`src/rtl/car_speed_cntl.sv`:
```
// Four-level car speed controller: a Moore FSM stepping STOP/SLOW/MEDIUM/FAST
// one level per clock edge from the pedals, with the ignition key as a synchronous reset.
module car_speed_cntl (
    input  logic       clock,
    input  logic       keys,
    input  logic       brake,
    input  logic       accelerate,
    output logic [1:0] speed
);

    typedef enum logic [1:0] {
        STOP   = 2'b00,
        SLOW   = 2'b01,
        MEDIUM = 2'b10,
        FAST   = 2'b11
    } speed_t;

    speed_t state;

    // Brake outranks the accelerator; both directions saturate at the end levels.
    always_ff @(posedge clock) begin
        if (!keys) begin
            state <= STOP;
        end else if (brake) begin
            case (state)
                FAST:    state <= MEDIUM;
                MEDIUM:  state <= SLOW;
                default: state <= STOP;
            endcase
        end else if (accelerate) begin
            case (state)
                STOP:    state <= SLOW;
                SLOW:    state <= MEDIUM;
                default: state <= FAST;
            endcase
        end
    end

    assign speed = state;

endmodule

```
`config.mk`:
```
export PLATFORM = sky130hd
export DESIGN_NAME = car_speed_cntl
export DESIGN_NICKNAME = d
export VERILOG_FILES = /design/src/rtl/car_speed_cntl.sv
export SDC_FILE = /design/constraint.sdc
export NUM_CORES = 1
export LEC_CHECK = 0
export ABC_AREA = 1
export BUFFER_PORTS_ARGS = -buffer_cell sky130_fd_sc_hd__clkbuf_2
export CAP_MARGIN = 20
export CORE_AREA = 5 5 42 44
export DETAILED_ROUTE_END_ITERATION = 8
export DIE_AREA = 0 0 47 49
export PLACE_DENSITY_LB_ADDON = 0.1
export SETUP_SLACK_MARGIN = 0.02
export SYNTH_ARGS = -nofsm -noshare
export SYNTH_HDL_FRONTEND = slang
export SYNTH_SLANG_ARGS = --single-unit
```
`constraint.sdc`:
```
create_clock -name clock -period 1.5 [get_ports clock]
set_input_delay 0.3 -clock clock [delete_from_list [all_inputs] [get_ports clock]]
set_output_delay 0.3 -clock clock [all_outputs]
set_load 0.1 [all_outputs]
```
==> impl_metrics.toml <==
[clocking]
post_cts_buffers = 0
cts_buffers = 3
cts_hold_buffers = 0
clock_latency_ns = 0.22
clkTransAtPathRegs_ns = 0.03
cts.sinks = 2
postCtsResizedCells = 0
cts_tree = "done"
root_buffer = "clkbuf_4"
h-tree-depth = 1
cts_buffer_depth = 2

[worst_setup_path]
arrival_ns = 0.90
cp_top_family = "flip-flops"
critPathLaunchType = "flop"
path_buf_inv = 1
crit_path_max_incr_delay_ns = 0.37
critical_path.slowest_cell = "dfxtp_1"
cp.depth = 1
r2r_start = "speed[1]"
path_cells = "buf_4"
cp-startpoint = "speed[0]"
end_kind = "primary output"
crit_path_end = "speed[0]"
crit_type = "flop to primary output"
cp.required_ns = 1.20
ff2ff_path_depth = 4
critPathMaxFanout = 5
r2r-end = "speed[0]"
rrSetupSlack_ns = 0.75

[timing]
tightest_slew_ns = 0.279
clock_skew_ns = 0.00296
setup-violations-final = 0
rsz0062_at_grt = "false"
min_period_ns = 1.20
hold_slack_ns = 0.319
slew_headroom = 0.816
setup_tns_ns = 0
hold_viol_final = 0
max_freq_mhz = 831
drv_slew = 0
period_share = 0.802

[power_and_ir_drop]
power.switching_uw = 50.7
comb_power_share = 0.151
swShare = 0.250
power_density_nw_per_um2 = 1160
leakage_nw = 0.0831
vdd.ir_drop.worst_mv = 0.288
clkPwrFrac = 0.564
sequentialPowerShare = 0.285
p_int_uw = 152

[floorplan]
num_rows = 14
die_area_um2 = 2300
coreArea_um2 = 1400
io_pins = 6
die_x_um = 47
initial_utilization = 0.0732
die_h_um = 49

[global_route]
grt_pass1_wl_um = 427
overflow = 0
grt_usage = 0.0302
grt_pass1_vias = 120
grt_antenna_before_repair = 0
grt_start_max_net_pins = 6

[cells_and_area]
syn_to_final_growth_pct = 70.7
final_area_um2 = 175
final_nets = 30
largest_reg_flops = 2
finalCoreUtilization = 0.125
n_antenna_cell = 0
fill_cells = 170
layout.cells.non_filler = 40
drive_gt1_frac = 0.417

[synthesis]
yosysSeqAreaShare = 0.390
syn-cell-area_um2 = 103
ys_seq_elements = 2
synth_nets = 20
yosysWarnings = 0
avgSynthCellArea_um2 = 6.41
synth.distinct_cells = 8
syn_inst = 16

[flow_run]
drv_cap = 0

[routing]
viasPerCell = 2.98
wl_per_cell_um = 7.15
dr.pass1.iters = 3
routed_wl_um = 286
route.vias.total = 119
route.met3.wl_um = 33
first_iter_violations = 3
drc_errors = 0
dr.max_layer_used = "met3"
drt-met1-wl_um = 158
met2_length_um = 94
antenna_left = 0

[min_path]
hold_class = "input pin to flop"
worstHoldStart = "keys"

[placement]
place_congestion = 0.668
io_buffers = 5
dp_hpwl_um = 229
placedCellCount = 37
dpl-instance-area_um2 = 153

[run_status]
status = "completed"
==> synthesized netlist by cell type <==
library cell	instances	area [um^2]
nand3_1	2	10.0
nand2_1	5	18.8
dfxtp_1	2	40.0
a21oi_2	1	8.76
o21ai_0	1	5.00
a21oi_1	1	5.00
inv_1	3	11.3
inv_2	1	3.75
==> cell type report <==
cell class | instances | area, um^2 | share of cell area
inverters | 4 | 15.0 | 0.0857
clock buffers | 3 | 22.5 | 0.129
well taps | 16 | 20.0 | 0.114
flip-flops and latches | 2 | 40.0 | 0.229
multi-input cells | 10 | 47.5 | 0.271
repair buffers | 5 | 30.0 | 0.171
==> cells by family (layout without fill, tap and decap cells) <==
group                  count (synthesis)  count (layout)  synth area share
buffers and inverters                  4              12             0.146
DFF                                    2               2             0.390
and+or+nand+nor                        7               7             0.281
AOI/OAI and AO/OA                      3               3             0.183
==> metrics by stage <==
| stage | power [mW] | setup slack [ns] |
|---|---|---|
| detailed placement | 0.0888 | 0.523 |
| CTS | 0.211 | 0.282 |
| global route | 0.215 | 0.262 |
| global placement | 0.0892 | 0.521 |
| floorplan | 0.0795 | 0.0767 |
| finish | 0.203 | 0.297 |
==> layer usage <==
layer  global-route usage  up-vias
met2               0.0204        6
met1               0.0394       48
li1                     -       65
met3               0.0148        0
met4               0.0553        0
met5                    0        -
==> power groups by stage <==
stage	clock network [mW]	logic, mW	registers (mW)
2_1_floorplan	0	0.00777	0.0717
3_3_place_gp	0	0.0309	0.0583
3_5_place_dp	0	0.0306	0.0583
4_1_cts	0.123	0.0307	0.0576
5_1_grt	0.124	0.0330	0.0580
6_report	0.114	0.0307	0.0576
==> how the worst min path moves through the flow <==
stage	endpoint	slack (ns)	cells after the start
6_report	speed[0]	0.32	3
2_1_floorplan	speed[0]	0.44	2
5_1_grt	speed[0]	0.33	3
4_1_cts	speed[0]	0.31	3
3_5_place_dp	speed[1]	0.52	2
3_3_place_gp	speed[1]	0.53	2
==> cells in the final DEF, fill, tap and decap left out <==
master    Yosys  final
a21oi_1       1      1
buf_4         0      2
clkbuf_2      0      3
a21oi_2       1      1
inv_1         3      3
inv_2         1      1
clkbuf_4      0      3
nand2_1       5      5
dfxtp_1       2      2
nand3_1       2      2
o21ai_0       1      1
No activity file was read; power rests on OpenSTA's default activity.
